### config.mk
export PLATFORM = sky130hd
export DESIGN_NAME = tpu_ctrl_unit
export DESIGN_NICKNAME = d
export VERILOG_FILES = /design/src/rtl/tpu_pkg.sv /design/src/rtl/tpu_ctrl_unit.sv
export SDC_FILE = /design/constraint.sdc
export NUM_CORES = 1
export LEC_CHECK = 0
export CELL_PAD_IN_SITES_DETAIL_PLACEMENT = 0
export CELL_PAD_IN_SITES_GLOBAL_PLACEMENT = 2
export CORE_MARGIN = 10
export CORE_UTILIZATION = 30
export CTS_BUF_LIST = sky130_fd_sc_hd__clkbuf_16
export CTS_CLUSTER_SIZE = 24
export DETAILED_ROUTE_END_ITERATION = 8
export PLACE_DENSITY = 0.94
export SKIP_LAST_GASP = 1
export SYNTH_ARGS = -nofsm -noshare
export SYNTH_HDL_FRONTEND = slang
export SYNTH_SLANG_ARGS = --single-unit
### constraint.sdc
create_clock -name clk -period 7.15 [get_ports clk]
set_input_delay 0.715 -clock clk [delete_from_list [all_inputs] [get_ports clk]]
set_output_delay 0.715 -clock clk [all_outputs]
set_load 0.05 [all_outputs]
### src/rtl/tpu_pkg.sv
// tpu_pkg: shared state encoding and dimension-width helpers for the TPU control unit
package tpu_pkg;
  typedef enum logic [2:0] {
    S_IDLE,
    S_LOAD_B,
    S_WAIT_SW,
    S_STREAM_A,
    S_WAIT_C,
    S_STREAM_C,
    S_DRAIN,
    S_ERR
  } state_t;
  localparam int DEF_W = 16;
  function automatic int dim_w(input int w);
    return $clog2(w) + 1;
  endfunction
  localparam int DIM_W = dim_w(DEF_W);
endpackage

### src/rtl/tpu_ctrl_unit.sv
// tpu_ctrl_unit: sequences one matmul command through B load, A stream, bias stream and writeback drain
module tpu_ctrl_unit
  import tpu_pkg::*;
#(
  parameter int SYSTOLIC_ARRAY_WIDTH = 16,
  parameter int ADDR_WIDTH = 10
) (
  input  logic                                  clk,
  input  logic                                  rst,
  input  logic                                  cmd_valid,
  output logic                                  cmd_ready,
  input  logic [ADDR_WIDTH-1:0]                 cmd_addr_a,
  input  logic [ADDR_WIDTH-1:0]                 cmd_addr_b,
  input  logic [ADDR_WIDTH-1:0]                 cmd_addr_c,
  input  logic [ADDR_WIDTH-1:0]                 cmd_addr_d,
  input  logic [$clog2(SYSTOLIC_ARRAY_WIDTH):0] cmd_m,
  input  logic [$clog2(SYSTOLIC_ARRAY_WIDTH):0] cmd_k,
  input  logic [$clog2(SYSTOLIC_ARRAY_WIDTH):0] cmd_n,
  input  logic [2:0]                            cmd_vpu_mode,
  output logic                                  done,
  input  logic                                  core_writeback_valid,
  output logic [ADDR_WIDTH-1:0]                 ctrl_rd_addr_a,
  output logic                                  ctrl_rd_en_a,
  output logic                                  ctrl_a_valid,
  output logic                                  ctrl_a_switch,
  output logic [ADDR_WIDTH-1:0]                 ctrl_rd_addr_b,
  output logic                                  ctrl_rd_en_b,
  output logic                                  ctrl_b_accept_w,
  output logic [$clog2(SYSTOLIC_ARRAY_WIDTH)-1:0] ctrl_b_weight_index,
  output logic [ADDR_WIDTH-1:0]                 ctrl_rd_addr_c,
  output logic                                  ctrl_rd_en_c,
  output logic                                  ctrl_c_valid,
  output logic [2:0]                            ctrl_vpu_mode,
  output logic [ADDR_WIDTH-1:0]                 ctrl_wr_addr_d,
  output logic [SYSTOLIC_ARRAY_WIDTH-1:0]       ctrl_row_mask,
  output logic [SYSTOLIC_ARRAY_WIDTH-1:0]       ctrl_col_mask
);
  localparam int W = SYSTOLIC_ARRAY_WIDTH;
  localparam int AW = ADDR_WIDTH;
  localparam int DW = dim_w(W);
  localparam int IW = $clog2(W);
  localparam int TW = $clog2(4 * W);
  localparam logic [TW-1:0] ONE = TW'(1);
  localparam logic [TW-1:0] TW1 = TW'(W);
  localparam logic [TW-1:0] TW2 = TW'(2 * W);
  state_t state, ns;
  logic [TW-1:0] t, tk, tm;
  logic [AW-1:0] addr_a, addr_b, addr_c;
  logic [DW-1:0] m_q, k_q, n_q, wb_cnt;
  logic [2:0] mode_q;
  logic busy, bad, wb_inc;
  assign tk = TW'(k_q);
  assign tm = TW'(m_q);
  assign busy = state != S_IDLE && state != S_ERR;
  assign bad = cmd_m == '0 || cmd_m > DW'(W) || cmd_k == '0 || cmd_k > DW'(W) ||
               cmd_n == '0 || cmd_n > DW'(W);
  assign wb_inc = busy && core_writeback_valid && wb_cnt != m_q;
  // phase sequencing on the cycle counter; done and ready decoded from state
  always_comb begin
    ns = state;
    done = 1'b0;
    cmd_ready = 1'b0;
    case (state)
      S_IDLE: begin
        cmd_ready = 1'b1;
        if (cmd_valid) ns = bad ? S_ERR : S_LOAD_B;
      end
      S_LOAD_B:   if (t == tk) ns = (tk == TW1) ? S_STREAM_A : S_WAIT_SW;
      S_WAIT_SW:  if (t == TW1) ns = S_STREAM_A;
      S_STREAM_A: if (t == TW1 + tm) ns = (tm == TW1) ? S_STREAM_C : S_WAIT_C;
      S_WAIT_C:   if (t == TW2) ns = S_STREAM_C;
      S_STREAM_C: if (t == TW2 + tm + ONE) ns = S_DRAIN;
      S_DRAIN: begin
        if (wb_cnt == m_q) begin
          done = 1'b1;
          ns = S_IDLE;
        end
      end
      S_ERR: begin
        done = 1'b1;
        ns = S_IDLE;
      end
      default: ns = S_IDLE;
    endcase
  end
  // per-stream windows decoded from t; overlapping phases (K=W, M=W) are handled here, not by state
  always_comb begin
    ctrl_rd_en_b = busy && t < tk;
    ctrl_rd_addr_b = ctrl_rd_en_b ? addr_b + AW'(k_q) - AW'(t) - AW'(1) : '0;
    ctrl_b_accept_w = busy && t != '0 && t <= tk;
    ctrl_b_weight_index = ctrl_b_accept_w ? IW'(tk - t) : '0;
    ctrl_a_switch = busy && t == TW1;
    ctrl_rd_en_a = busy && t > TW1 && t <= TW1 + tm;
    ctrl_rd_addr_a = ctrl_rd_en_a ? addr_a + AW'(t - TW1 - ONE) : '0;
    ctrl_a_valid = busy && t > TW1 + ONE && t <= TW1 + tm + ONE;
    ctrl_rd_en_c = busy && t > TW2 && t <= TW2 + tm;
    ctrl_rd_addr_c = ctrl_rd_en_c ? addr_c + AW'(t - TW2 - ONE) : '0;
    ctrl_c_valid = busy && t > TW2 + ONE && t <= TW2 + tm + ONE;
    ctrl_vpu_mode = busy ? mode_q : '0;
    ctrl_row_mask = busy ? ~({W{1'b1}} << m_q) : '0;
    ctrl_col_mask = busy ? ~({W{1'b1}} << n_q) : '0;
  end
  // state, cycle counter (frozen in DRAIN), latched command and writeback tracking
  always_ff @(posedge clk) begin
    if (rst) begin
      state <= S_IDLE;
      t <= '0;
      addr_a <= '0;
      addr_b <= '0;
      addr_c <= '0;
      m_q <= '0;
      k_q <= '0;
      n_q <= '0;
      mode_q <= '0;
      wb_cnt <= '0;
      ctrl_wr_addr_d <= '0;
    end else begin
      state <= ns;
      t <= (state == S_IDLE) ? '0 : (state == S_DRAIN || state == S_ERR) ? t : t + ONE;
      if (state == S_IDLE && cmd_valid) begin
        addr_a <= cmd_addr_a;
        addr_b <= cmd_addr_b;
        addr_c <= cmd_addr_c;
        m_q <= cmd_m;
        k_q <= cmd_k;
        n_q <= cmd_n;
        mode_q <= cmd_vpu_mode;
      end
      wb_cnt <= (state == S_IDLE) ? '0 : wb_cnt + DW'(wb_inc);
      ctrl_wr_addr_d <= (state == S_IDLE) ? ((cmd_valid && !bad) ? cmd_addr_d : '0) :
                        done ? '0 : ctrl_wr_addr_d + AW'(wb_inc);
    end
  end
endmodule

==> flow_summary.rst, run 1 <==
.. list-table::
   :header-rows: 1

   * - Metric
     - Value
   * - Worst-Margin Slew
     - 1040 ps
   * - Type of destination of the critical path
     - primary output
   * - Detailed router's first-iteration violation count
     - 264
   * - Clock latency at the later pin of the worst-skew pair
     - 340 ps
   * - Starting utilization of the core area
     - 30.6%
   * - # clock sinks
     - 72
   * - PnR Total Power
     - 0.00289 W
   * - Top_reg_cell synth
     - sky130_fd_sc_hd__dfxtp_1
   * - Inserted Diodes
     - 0
   * - DRC
     - 0
   * - Sequential element share of the synthesized area
     - 25.0%
   * - Combinational family with the most area after synthesis
     - simple AND/OR/NAND/NOR gates
   * - Largest vdd supply drop
     - 0.230 mV
   * - Final #Nets
     - 1,046
   * - Die span in x
     - 159 µm
   * - Crit start category
     - register
   * - Total CTS buffers
     - 9
   * - Yosys cell types
     - 62
   * - Via count of the routed design
     - 5,577
   * - Pin count of the biggest net entering global routing
     - 64
   * - Overall routing resource usage
     - 14.6%
   * - Total of flip-flops plus latches after synthesis
     - 72
   * - Share of layout cells above drive strength 1
     - 3.30%
   * - Area fraction in and, or, nand and nor cells after synthesis
     - 24.3%
   * - Synth warnings
     - 0
   * - Slew Limit Headroom
     - 30.2%
   * - Required time at the endpoint of the critical path
     - 6430 ps
   * - Hold violation total from the final report
     - 0
   * - Largest fanout on the critical path
     - 13
   * - Post-synth EDFFs
     - 0
   * - Detail Route Antenna Nets
     - 0
   * - Clock slew at the register clock pins of the worst setup and hold paths
     - 60 ps
   * - Fraction of synthesized cell area in xor and xnor cells
     - 8.49%
   * - Via-per-instance ratio
     - 4.77
   * - Max Slew Vio Count
     - 0
   * - CTS HTree Levels
     - 3
   * - Number of cells after detailed placement
     - 1,154
   * - Deepest clock path buffer count
     - 2
   * - Antenna violations before repair
     - 0
   * - Static power due to leakage
     - 3.08 nW
   * - Mux cell area share after synthesis
     - 0.174%
   * - Leftover overflow at the end of global routing
     - 0
   * - Total of max-cap violations
     - 0
   * - Number of placed I/O pins
     - 150
   * - Core outline area
     - 18,800 µm²
   * - Number of rows in the core area
     - 50
   * - Maximum operating frequency
     - 208 MHz
   * - DIE AREA
     - 25,200 µm²
   * - Area growth from synthesis to layout
     - 34.4%
   * - CTS tree
     - done
   * - Share of the synthesized area in compound gates (AO/OA/AOI/OAI)
     - 17.1%
   * - Min Clock Period, post-route
     - 4820 ps
   * - Synth Cell Area
     - 5760 µm²
   * - Data arrival time at the worst-slack endpoint
     - 4100 ps
   * - DP HPWL
     - 14,100 µm
   * - Share of the cycle needed by the critical path after routing
     - 67.4%
   * - Fraction of registers with async set or reset after synthesis
     - 0%
   * - Synthesized-area fraction occupied by adder cells
     - 18.3%
   * - Cts repair resizes
     - 0
   * - CTS Root Cell
     - sky130_fd_sc_hd__clkbuf_16
   * - Worst setup skew after layout
     - 4.31 ps
   * - WHS Path Cells
     - 2
   * - Post-synth net total
     - 917
   * - Router iterations before antenna repair
     - 5
   * - Mean instance size in the synthesized netlist
     - 7.43 µm²
   * - Final weighted congestion in routability-driven placement
     - 0.876
   * - Number of buffers inserted by port buffering
     - 149
   * - Total setup violations reported at the end of the flow
     - 0
   * - Hold Crit Class
     - reg2reg
   * - Via count of the first global-routing pass
     - 5,640
   * - Reg2Reg Depth
     - 12
   * - Global-route wire length before repair
     - 29,100 µm
   * - Total wirelength of the detailed-routed design
     - 18,300 µm
   * - Hold bufs inserted after CTS
     - 0
   * - Summed negative setup slack over all endpoints
     - 0 ps
   * - DIE HEIGHT
     - 159 µm
   * - Number of setup buffers added after CTS
     - 0
   * - Cells after synthesis
     - 776
   * - Result of the run
     - finished, final reports clean
   * - Avg WL per Cell
     - 15.6 µm
   * - RSZ-0062 raised after global routing
     - no
   * - PD cells
     - 372 nW/µm²
   * - Critical path class
     - reg2out
   * - Post-Layout Cell Count
     - 1,170
-- power breakdown --
group | internal, W | switching (W) | leakage, nW | total [W]
sequential | 0.000468 | 0.000105 | 0.587 | 0.000573
clock | 0.000300 | 0.000179 | 0.161 | 0.000479
combinational | 0.000674 | 0.00116 | 2.33 | 0.00183
total | 0.00144 | 0.00144 | 3.08 | 0.00289
-- worst max-delay path, cell delays in order, from the launching register on --
cell and delay [ps]:
sky130_fd_sc_hd__dfxtp_1 710, sky130_fd_sc_hd__inv_1 290, sky130_fd_sc_hd__ha_1 310, sky130_fd_sc_hd__nand2b_1 100, sky130_fd_sc_hd__nand3_1 100, sky130_fd_sc_hd__xnor2_1 150
sky130_fd_sc_hd__ha_1 240, sky130_fd_sc_hd__or4_1 410, sky130_fd_sc_hd__o22ai_1 230, sky130_fd_sc_hd__o21ai_0 160, sky130_fd_sc_hd__xnor2_1 140, sky130_fd_sc_hd__nor2_1 90
sky130_fd_sc_hd__clkdlybuf4s50_1 830
-- registers in the layout (all words and copies together) (netlist names) --
| register | count |
|---|---|
| addr_a | 10 |
| addr_b | 10 |
| addr_c | 10 |
| ctrl_wr_addr_d | 10 |
| t | 6 |
| k_q | 5 |
| m_q | 5 |
| n_q | 5 |
| wb_cnt | 5 |
| mode_q | 3 |
| state | 3 |
-- placed cells by master, fill, tap and decap left out, types with 2 or more instances in the layout --
master                            synthesis  final
sky130_fd_sc_hd__a21oi_1                 80     80
sky130_fd_sc_hd__clkbuf_16                0      9
sky130_fd_sc_hd__xor2_1                  21     21
sky130_fd_sc_hd__nor2b_1                  9      9
sky130_fd_sc_hd__ha_1                    70     70
sky130_fd_sc_hd__and2_1                  10      9
sky130_fd_sc_hd__nand2_1                130    129
sky130_fd_sc_hd__xnor2_1                 33     33
sky130_fd_sc_hd__nand4_1                  5      5
sky130_fd_sc_hd__nand2b_1                 3      3
sky130_fd_sc_hd__o41ai_1                  2      2
sky130_fd_sc_hd__nor4_1                   7      7
sky130_fd_sc_hd__o22ai_1                  2      2
sky130_fd_sc_hd__or3_1                    3      3
sky130_fd_sc_hd__nor2_1                  89     89
sky130_fd_sc_hd__nor2_2                   3      3
sky130_fd_sc_hd__o21ai_0                 20     20
sky130_fd_sc_hd__inv_1                   64     67
sky130_fd_sc_hd__nor3b_1                  3      3
sky130_fd_sc_hd__a211oi_1                 7      7
sky130_fd_sc_hd__nor3_1                  18     18
sky130_fd_sc_hd__a31oi_1                  7      7
sky130_fd_sc_hd__a22oi_1                 10     10
sky130_fd_sc_hd__nand2_2                  1      2
sky130_fd_sc_hd__dfxtp_1                 72     72
sky130_fd_sc_hd__o21ai_1                  2      2
sky130_fd_sc_hd__nand3_1                 19     19
sky130_fd_sc_hd__o211ai_1                 2      2
sky130_fd_sc_hd__fa_1                     9      9
sky130_fd_sc_hd__and3_1                   3      3
sky130_fd_sc_hd__a21o_1                   8      8
sky130_fd_sc_hd__clkdlybuf4s50_1          0    148
sky130_fd_sc_hd__nand3b_1                 2      2
sky130_fd_sc_hd__bufinv_16                0      2
sky130_fd_sc_hd__o21a_1                   5      5
-- cell type report --
type | instances | area, µm²
timing repair buffer | 150 | 1490
fill | 1940 | 11100
inverter | 64 | 240
tap | 260 | 325
clock inverter | 7 | 80.1
multi-input combinational | 608 | 3940
sequential | 72 | 1440
clock buffer | 9 | 225
-- worst paths after layout --
kind / start / end / slack [ps]
worst max register to register: state[2]$_SDFFE_PP0P_ / ctrl_wr_addr_d[8]$_SDFF_PP0_ / 4070
worst min register to register: mode_q[0]$_SDFFE_PP0P_ / mode_q[0]$_SDFFE_PP0P_ / 450
worst min-delay path: mode_q[0]$_SDFFE_PP0P_ / mode_q[0]$_SDFFE_PP0P_ / 450
worst max-delay path: t[4]$_SDFFE_PP0N_ / ctrl_rd_addr_c[9] / 2330
-- cell families after synthesis --
group                    after synthesis
buffers and inverters                 96
AO/OA/AOI/OAI                        161
flip-flops                            72
AND/OR/NAND/NOR                      312
multiplexers                           1
XOR/XNOR                              55
adder cells (fa/ha/maj)               79
-- layer usage --
| layer | routed length [µm] | global-route usage [%] |
|---|---|---|
| met1 | 8100 | 17.5 |
| met2 | 8730 | 24.6 |
| met3 | 1270 | 4.88 |
| met4 | 198 | 3.48 |
| met5 | 0 | 0 |
-- cell usage after synthesis, types with 3 or more instances --
cell type | count | area [µm²]
sky130_fd_sc_hd__or3_1 | 3 | 18.8
sky130_fd_sc_hd__nor2b_1 | 9 | 56.3
sky130_fd_sc_hd__nor3b_1 | 3 | 22.5
sky130_fd_sc_hd__and3_1 | 3 | 18.8
sky130_fd_sc_hd__nor2_1 | 89 | 334
sky130_fd_sc_hd__nand3_1 | 19 | 95.1
sky130_fd_sc_hd__nor3_1 | 18 | 90.1
sky130_fd_sc_hd__a21oi_1 | 80 | 400
sky130_fd_sc_hd__a211oi_1 | 7 | 52.6
sky130_fd_sc_hd__a31oi_1 | 7 | 43.8
sky130_fd_sc_hd__inv_1 | 64 | 240
sky130_fd_sc_hd__buf_2 | 12 | 60.1
sky130_fd_sc_hd__xnor2_1 | 33 | 289
sky130_fd_sc_hd__nor4_1 | 7 | 43.8
sky130_fd_sc_hd__nand4_1 | 5 | 31.3
sky130_fd_sc_hd__a21o_1 | 8 | 60.1
sky130_fd_sc_hd__a22oi_1 | 10 | 75.1
sky130_fd_sc_hd__fa_1 | 9 | 180
sky130_fd_sc_hd__o21a_1 | 5 | 37.5
sky130_fd_sc_hd__o21ai_0 | 20 | 100
sky130_fd_sc_hd__ha_1 | 70 | 876
sky130_fd_sc_hd__clkbuf_1 | 16 | 60.1
sky130_fd_sc_hd__and2_1 | 10 | 62.6
sky130_fd_sc_hd__nand2_1 | 130 | 488
sky130_fd_sc_hd__dfxtp_1 | 72 | 1440
sky130_fd_sc_hd__nor2_2 | 3 | 18.8
sky130_fd_sc_hd__nand2b_1 | 3 | 18.8
sky130_fd_sc_hd__xor2_1 | 21 | 184
-- metrics by stage --
step	worst slack (ps)	area [µm²]	hold WS (ps)	util, %
after floorplan	3140	5760	432	-
after global routing	2070	7750	484	41.1
final	2330	7750	452	41.1
after global placement	2700	7440	437	39.5
after detailed placement	2670	7440	447	39.5
after CTS	2280	7750	455	41.1
Power figures use the tool's default switching activity.
==> inputs of run 2 (changes only) <==
--- a/config.mk
+++ b/config.mk
@@ -8,11 +8,11 @@
 export CELL_PAD_IN_SITES_DETAIL_PLACEMENT = 0
 export CELL_PAD_IN_SITES_GLOBAL_PLACEMENT = 2
 export CORE_MARGIN = 10
-export CORE_UTILIZATION = 30
+export CORE_UTILIZATION = 25
 export CTS_BUF_LIST = sky130_fd_sc_hd__clkbuf_16
 export CTS_CLUSTER_SIZE = 24
 export DETAILED_ROUTE_END_ITERATION = 8
-export PLACE_DENSITY = 0.94
+export PLACE_DENSITY = 0.85
 export SKIP_LAST_GASP = 1
 export SYNTH_ARGS = -nofsm -noshare
 export SYNTH_HDL_FRONTEND = slang
==> constraint.sdc (replaced) <==
create_clock -name clk -period 4.4 [get_ports clk]
set_input_delay 0.44 -clock clk [delete_from_list [all_inputs] [get_ports clk]]
set_output_delay 0.44 -clock clk [all_outputs]
set_load 0.05 [all_outputs]
==> flow_summary.rst, run 2 (synthesized netlist as in run 1, its figures left out) <==
.. list-table::
   :header-rows: 1

   * - Metric
     - Value
   * - Result of the run
     - finished, final reports clean
   * - Number of buffers inserted by port buffering
     - 149 (unchanged)
   * - Data arrival time at the worst-slack endpoint
     - 3670 ps (-430 ps)
   * - Summed negative setup slack over all endpoints
     - 0 ps (unchanged)
   * - Number of buffers and inverters on the critical path
     - 2 (unchanged)
   * - Smallest hold slack
     - 448 ps (-3.68 ps)
   * - Sequential cell area in the final layout
     - 1440 µm² (about the same)
   * - Max Slew Vio Count
     - 0 (unchanged)
   * - CTS HTree Levels
     - 3 (unchanged)
   * - Largest fanout on the critical path
     - 6 (-7)
   * - Area growth from synthesis to layout
     - 37.2%
   * - Hold bufs inserted after CTS
     - 0 (unchanged)
   * - Starting utilization of the core area
     - 25.5% (-5.2 points)
   * - Hold Crit Class
     - reg2reg
   * - Avg WL per Cell
     - 15.8 µm (+0.76%)
   * - Clock slew at the register clock pins of the worst setup and hold paths
     - 60 ps (about the same)
   * - Core outline area
     - 22,600 µm² (+20%)
   * - Leftover overflow at the end of global routing
     - 0 (unchanged)
   * - DIE AREA
     - 29,500 µm² (+17%)
   * - CTS tree
     - done
   * - Commonest non-fill, non-tap cell in the layout
     - sky130_fd_sc_hd__clkdlybuf4s50_1
   * - RSZ-0062 raised after global routing
     - no
   * - Router iterations before antenna repair
     - 6 (+1)
   * - Critical path class
     - reg2out
   * - DRC
     - 0 (unchanged)
   * - Hold violation total from the final report
     - 0 (unchanged)
   * - Crit start category
     - register
   * - Detailed router's first-iteration violation count
     - 288 (+9.1%)
   * - PD cells
     - 611 nW/µm² (+64%)
   * - Share of the cycle needed by the critical path after routing
     - 93.4%
   * - Number of placed I/O pins
     - 150 (unchanged)
   * - Final weighted congestion in routability-driven placement
     - 0.844 (-3.6%)
   * - Global-route wire length before repair
     - 30,400 µm (+4.3%)
   * - Via count of the first global-routing pass
     - 5,721 (+1.4%)
   * - Largest vdd supply drop
     - 0.279 mV (+21%)
   * - Inserted Diodes
     - 0 (unchanged)
   * - Final #Nets
     - 1,061 (+1.4%)
   * - Multi-input combinational cell area
     - 3940 µm² (unchanged)
   * - Overall routing resource usage
     - 13.1% (-1.5 points)
   * - Leading cell types in the layout, fill and taps excluded
     - sky130_fd_sc_hd__clkdlybuf4s50_1, sky130_fd_sc_hd__nand2_1, sky130_fd_sc_hd__nor2_1
   * - Detail Route Antenna Nets
     - 0 (unchanged)
   * - Type of destination of the critical path
     - primary output
   * - Via-per-instance ratio
     - 4.61 (-3.3%)
   * - Library cell appearing most often on the critical path
     - sky130_fd_sc_hd__ha_1
   * - DP HPWL
     - 15,200 µm (+8.0%)
   * - Worst-Margin Slew
     - 982 ps (-60.8 ps)
   * - Highest-delay cell along the critical path
     - sky130_fd_sc_hd__clkdlybuf4s50_1
   * - Top cell family by delay on the critical path
     - buffers and inverters
   * - Number of setup buffers added after CTS
     - 0 (unchanged)
   * - Die span in x
     - 172 µm (+8.3%)
   * - Cts repair resizes
     - 0 (unchanged)
   * - Largest stage delay on the critical path
     - 830 ps (about the same)
   * - Via count of the routed design
     - 5,577 (unchanged)
   * - Deepest clock path buffer count
     - 2 (unchanged)
   * - Static power due to leakage
     - 3.19 nW (+3.4%)
   * - Pin count of the biggest net entering global routing
     - 49 (-23%)
   * - Share of layout cells above drive strength 1
     - 5.84% (+2.5 points)
   * - Total CTS buffers
     - 9 (unchanged)
   * - Maximum operating frequency
     - 243 MHz
   * - # clock sinks
     - 72 (unchanged)
   * - Min Clock Period, post-route
     - 4110 ps
   * - Slew Limit Headroom
     - 34.5% (+4.3 points)
   * - Worst setup skew after layout
     - 9.19 ps (+4.88 ps)
   * - Total of max-cap violations
     - 0 (unchanged)
   * - Antenna violations before repair
     - 0 (unchanged)
   * - CTS Root Cell
     - sky130_fd_sc_hd__clkbuf_16
   * - Count of filler cells inserted in the layout
     - 2,445 (+26%)
   * - DIE HEIGHT
     - 172 µm (+8.3%)
   * - Number of rows in the core area
     - 55 (+10%)
   * - Clock latency at the later pin of the worst-skew pair
     - 350 ps (about the same)
   * - Total setup violations reported at the end of the flow
     - 0 (unchanged)
   * - Ordered cell list for the critical path
     - inv_1, ha_1, and2_1, xnor2_1, ha_1, or4_1, o22ai_1, xor2_1, nor2_1, clkdlybuf4s50_1
   * - Required time at the endpoint of the critical path
     - 3960 ps (-2470 ps)
   * - Total wirelength of the detailed-routed design
     - 19,100 µm (+4.2%)
[run 2: worst reg2reg max path: cells and delay by family, from the launching register on]
family,cells,cell delay (ps)
and+or+nand+nor,7,860
DFF,1,700
adders and majority gates,2,430
AOI/OAI and AO/OA,2,410
buffers and inverters,1,240
xor gates and xnor gates,1,130
[run 2: final cells by class]
type                    instances  share of cell area, %
clock buffers                   9                   2.85
clock inverters                 7                   1.39
inverters                      64                   3.04
multi-input cells             608                   49.8
flip-flops and latches         72                   18.2
well taps                     285                   4.51
repair buffers                165                   20.1
[run 2: final timing paths]
check | cells past startpoint | end | slack [ps] | start
setup / recovery | 10 | ctrl_rd_addr_c[7] | 290 | t[1]$_SDFFE_PP0N_
setup reg to reg | 13 | ctrl_wr_addr_d[8]$_SDFF_PP0_ | 1510 | state[2]$_SDFFE_PP0P_
hold / removal | 2 | mode_q[0]$_SDFFE_PP0P_ | 450 | mode_q[0]$_SDFFE_PP0P_
hold reg to reg | 2 | mode_q[0]$_SDFFE_PP0P_ | 450 | mode_q[0]$_SDFFE_PP0P_
[run 2: routing by layer]
metal,wire length [µm],track usage (%),up-vias
li1,-,-,2894
met1,8440,15.5,2544
met2,9040,22.2,121
met3,1360,4.26,18
met4,238,3.56,0
met5,0,0,-
[run 2: power breakdown]
| group | switching (W) | total (W) | internal (W) |
|---|---|---|---|
| sequential | 0.000121 | 0.000882 | 0.000761 |
| combinational | 0.00197 | 0.00311 | 0.00114 |
| clock | 0.000297 | 0.000846 | 0.000549 |
| total | 0.00239 | 0.00484 | 0.00245 |
[run 2: per-stage QoR]
stage / instance area, µm² / std cells / utilization (%) / setup slack, ps / total power (W)
detailed placement: 7570 / 1194 / 33.4 / 594 / 0.00403
global placement: 7570 / 1194 / 33.4 / 628 / 0.00405
CTS: 7910 / 1210 / 34.9 / 212 / 0.00490
floorplan: 5760 / 776 / - / 664 / 0.00309
finish: 7910 / 1210 / 34.9 / 292 / 0.00484
global route: 7910 / 1210 / 34.9 / 34.9 / 0.00524
==> inputs of run 3 (changes only) <==
--- a/config.mk
+++ b/config.mk
@@ -9,7 +9,6 @@
 export CELL_PAD_IN_SITES_GLOBAL_PLACEMENT = 2
 export CORE_MARGIN = 10
 export CORE_UTILIZATION = 25
-export CTS_BUF_LIST = sky130_fd_sc_hd__clkbuf_16
 export CTS_CLUSTER_SIZE = 24
 export DETAILED_ROUTE_END_ITERATION = 8
 export PLACE_DENSITY = 0.85
==> flow_summary.rst, run 3 (synthesized netlist as in run 1, its figures left out) <==
.. list-table::
   :header-rows: 1

   * - Metric
     - Value
   * - Router iterations before antenna repair
     - 4 (-2)
   * - Commonest non-fill, non-tap cell in the layout
     - sky130_fd_sc_hd__clkdlybuf4s50_1
   * - Share of the cycle needed by the critical path after routing
     - 93.3% (about the same)
   * - Clock slew at the register clock pins of the worst setup and hold paths
     - 60 ps (about the same)
   * - RSZ-0062 raised after global routing
     - no
   * - Share of layout cells above drive strength 1
     - 6.05% (+0.22 points)
   * - Required time at the endpoint of the critical path
     - 3960 ps (about the same)
   * - Overall routing resource usage
     - 13.1% (about the same)
   * - Worst-Margin Slew
     - 961 ps (-20.7 ps)
   * - Total CTS buffers
     - 9 (unchanged)
   * - Critical path class
     - reg2out
   * - Total setup violations reported at the end of the flow
     - 0 (unchanged)
   * - Hold bufs inserted after CTS
     - 0 (unchanged)
   * - Count of filler cells inserted in the layout
     - 2,441 (-0.16%)
   * - Maximum operating frequency
     - 244 MHz (about the same)
   * - Total of max-cap violations
     - 0 (unchanged)
   * - Highest-delay cell along the critical path
     - sky130_fd_sc_hd__clkdlybuf4s50_1
   * - Final #Nets
     - 1,061 (unchanged)
   * - Crit start category
     - register
   * - Total wirelength of the detailed-routed design
     - 19,000 µm (-0.33%)
   * - DIE HEIGHT
     - 172 µm (unchanged)
   * - Leading cell types in the layout, fill and taps excluded
     - sky130_fd_sc_hd__clkdlybuf4s50_1, sky130_fd_sc_hd__nand2_1, sky130_fd_sc_hd__nor2_1
   * - Inserted Diodes
     - 0 (unchanged)
   * - Via-per-instance ratio
     - 4.59 (-0.48%)
   * - Static power due to leakage
     - 3.20 nW (+0.35%)
   * - Area growth from synthesis to layout
     - 37.6%
   * - CTS HTree Levels
     - 3 (unchanged)
   * - WHS Path Cells
     - 2 (unchanged)
   * - PnR Total Power
     - 0.00487 W (+0.66%)
   * - Result of the run
     - finished, final reports clean
   * - DIE AREA
     - 29,500 µm² (unchanged)
   * - Crit Reg-Reg Startpoint
     - state[2]$_SDFFE_PP0P_
   * - Die span in x
     - 172 µm (unchanged)
   * - Endpoint with the worst hold slack
     - mode_q[0]$_SDFFE_PP0P_
   * - Number of placed I/O pins
     - 150 (unchanged)
   * - Hold Crit Class
     - reg2reg
   * - DRC
     - 0 (unchanged)
   * - Type of destination of the critical path
     - primary output
   * - Largest fanout on the critical path
     - 6 (unchanged)
   * - Summed negative setup slack over all endpoints
     - 0 ps (unchanged)
   * - Final weighted congestion in routability-driven placement
     - 0.844 (unchanged)
   * - Antenna violations before repair
     - 0 (unchanged)
   * - Post-placement setup slack
     - 594 ps (unchanged)
   * - CTS Root Cell
     - sky130_fd_sc_hd__clkbuf_16
   * - Worst hold path startpoint
     - mode_q[0]$_SDFFE_PP0P_
   * - Final core utilization
     - 35.0% (+0.088 points)
   * - # clock sinks
     - 72 (unchanged)
   * - Leftover overflow at the end of global routing
     - 0 (unchanged)
   * - Number of buffers inserted by port buffering
     - 149 (unchanged)
   * - Global-route wire length before repair
     - 30,400 µm (about the same)
   * - Avg WL per Cell
     - 15.7 µm (-0.33%)
   * - Number of rows in the core area
     - 55 (unchanged)
   * - Pin count of the biggest net entering global routing
     - 49 (unchanged)
   * - Data arrival time at the worst-slack endpoint
     - 3670 ps (about the same)
   * - Slew Limit Headroom
     - 35.9% (+1.4 points)
   * - Core outline area
     - 22,600 µm² (unchanged)
   * - Terminus of the critical flop-to-flop path
     - ctrl_wr_addr_d[8]$_SDFF_PP0_
   * - Library cell appearing most often on the critical path
     - sky130_fd_sc_hd__ha_1
   * - Detail Route Antenna Nets
     - 0 (unchanged)
   * - Deepest clock path buffer count
     - 2 (unchanged)
   * - Largest stage delay on the critical path
     - 830 ps (about the same)
   * - CTS tree
     - done
   * - Reg2Reg Depth
     - 13 (unchanged)
   * - Via count of the first global-routing pass
     - 5,726 (+0.087%)
   * - Ordered cell list for the critical path
     - inv_1, ha_1, and2_1, xnor2_1, ha_1, or4_1, o22ai_1, xor2_1, nor2_1, clkdlybuf4s50_1
   * - Setup slack of the worst register-to-register path
     - 1500 ps (about the same)
   * - Detailed router's first-iteration violation count
     - 279 (-3.1%)
   * - Largest vdd supply drop
     - 0.279 mV (about the same)
   * - Clock latency at the later pin of the worst-skew pair
     - 350 ps (about the same)
   * - PD cells
     - 614 nW/µm² (+0.41%)
   * - Smallest setup slack after layout
     - 294 ps (+2.03 ps)
   * - Max Slew Vio Count
     - 0 (unchanged)
   * - Min Clock Period, post-route
     - 4110 ps (-2.03 ps)
   * - Starting utilization of the core area
     - 25.5% (unchanged)
   * - Worst setup skew after layout
     - 7.60 ps (-1.59 ps)
   * - Hold violation total from the final report
     - 0 (unchanged)
   * - DP HPWL
     - 15,200 µm (unchanged)
   * - Via count of the routed design
     - 5,550 (-0.48%)
-- run 3: cell count changes in the layout (fill, tap and decap cells not counted) --
cell	before	now
sky130_fd_sc_hd__clkinv_1	2	0
sky130_fd_sc_hd__clkbuf_8	0	2
-- run 3: worst max path at each step --
stage	from	end	slack [ps]	cells after the start
floorplan	m_q[2]$_SDFFE_PP0P_	ctrl_a_valid	660	10
global placement	t[3]$_SDFFE_PP0N_	ctrl_rd_addr_b[9]	630	10
detailed placement	t[3]$_SDFFE_PP0N_	ctrl_rd_addr_b[9]	590	10
CTS	t[3]$_SDFFE_PP0N_	ctrl_rd_addr_b[9]	210	10
global route	t[1]$_SDFFE_PP0N_	ctrl_rd_addr_c[5]	30	11
finish	t[1]$_SDFFE_PP0N_	ctrl_rd_addr_c[7]	290	10
-- run 3: area by class of cell --
| type | instances | area [µm²] | share of cell area [%] |
|---|---|---|---|
| Inverter | 64 | 240 | 3.03 |
| Clock inverter | 5 | 103 | 1.29 |
| Sequential cell | 72 | 1440 | 18.2 |
| Timing Repair Buffer | 165 | 1590 | 20.1 |
| Tap cell | 285 | 357 | 4.50 |
| Clock buffer | 11 | 253 | 3.19 |
| Multi-Input combinational cell | 608 | 3940 | 49.7 |
-- run 3: stage by stage --
stage | cell area (µm²) | instances | hold slack, ps
finish | 7930 | 1210 | 448
global route | 7930 | 1210 | 474
CTS | 7930 | 1210 | 453
detailed placement | 7570 | 1194 | 444
global placement | 7570 | 1194 | 437
floorplan | 5760 | 776 | 432
-- run 3: report_power, final --
part | total (W) | switching [W] | internal, W
registers | 0.000882 | 0.000121 | 0.000761
logic | 0.00310 | 0.00197 | 0.00114
clock network | 0.000881 | 0.000297 | 0.000584
-- run 3: repair_timing --
action                     CTS  global route
setup endpoints to repair    0             1
gates resized for setup      0             2
buffers inserted             0             0
hold endpoints to repair     0             0
-- run 3: critical path: cells and delay by family, from the launching register on --
| kind | cells | cell delay, ps |
|---|---|---|
| AO/OA/AOI/OAI | 1 | 240 |
| XOR/XNOR | 2 | 270 |
| flip-flops | 1 | 490 |
| adder cells (fa/ha/maj) | 2 | 500 |
| AND/OR/NAND/NOR | 3 | 820 |
| buffers and inverters | 2 | 1010 |
-- run 3: per-layer routing --
metal  up-vias  wire length, µm  part of all wire (%)  track usage [%]
li1       2896                -                     -                -
met1      2528             8380                    44             15.5
met2       108             9060                    48             22.2
met3        18             1300                   6.8             4.26
met4         0              273                   1.4             3.56
met5         -                0                     0                0
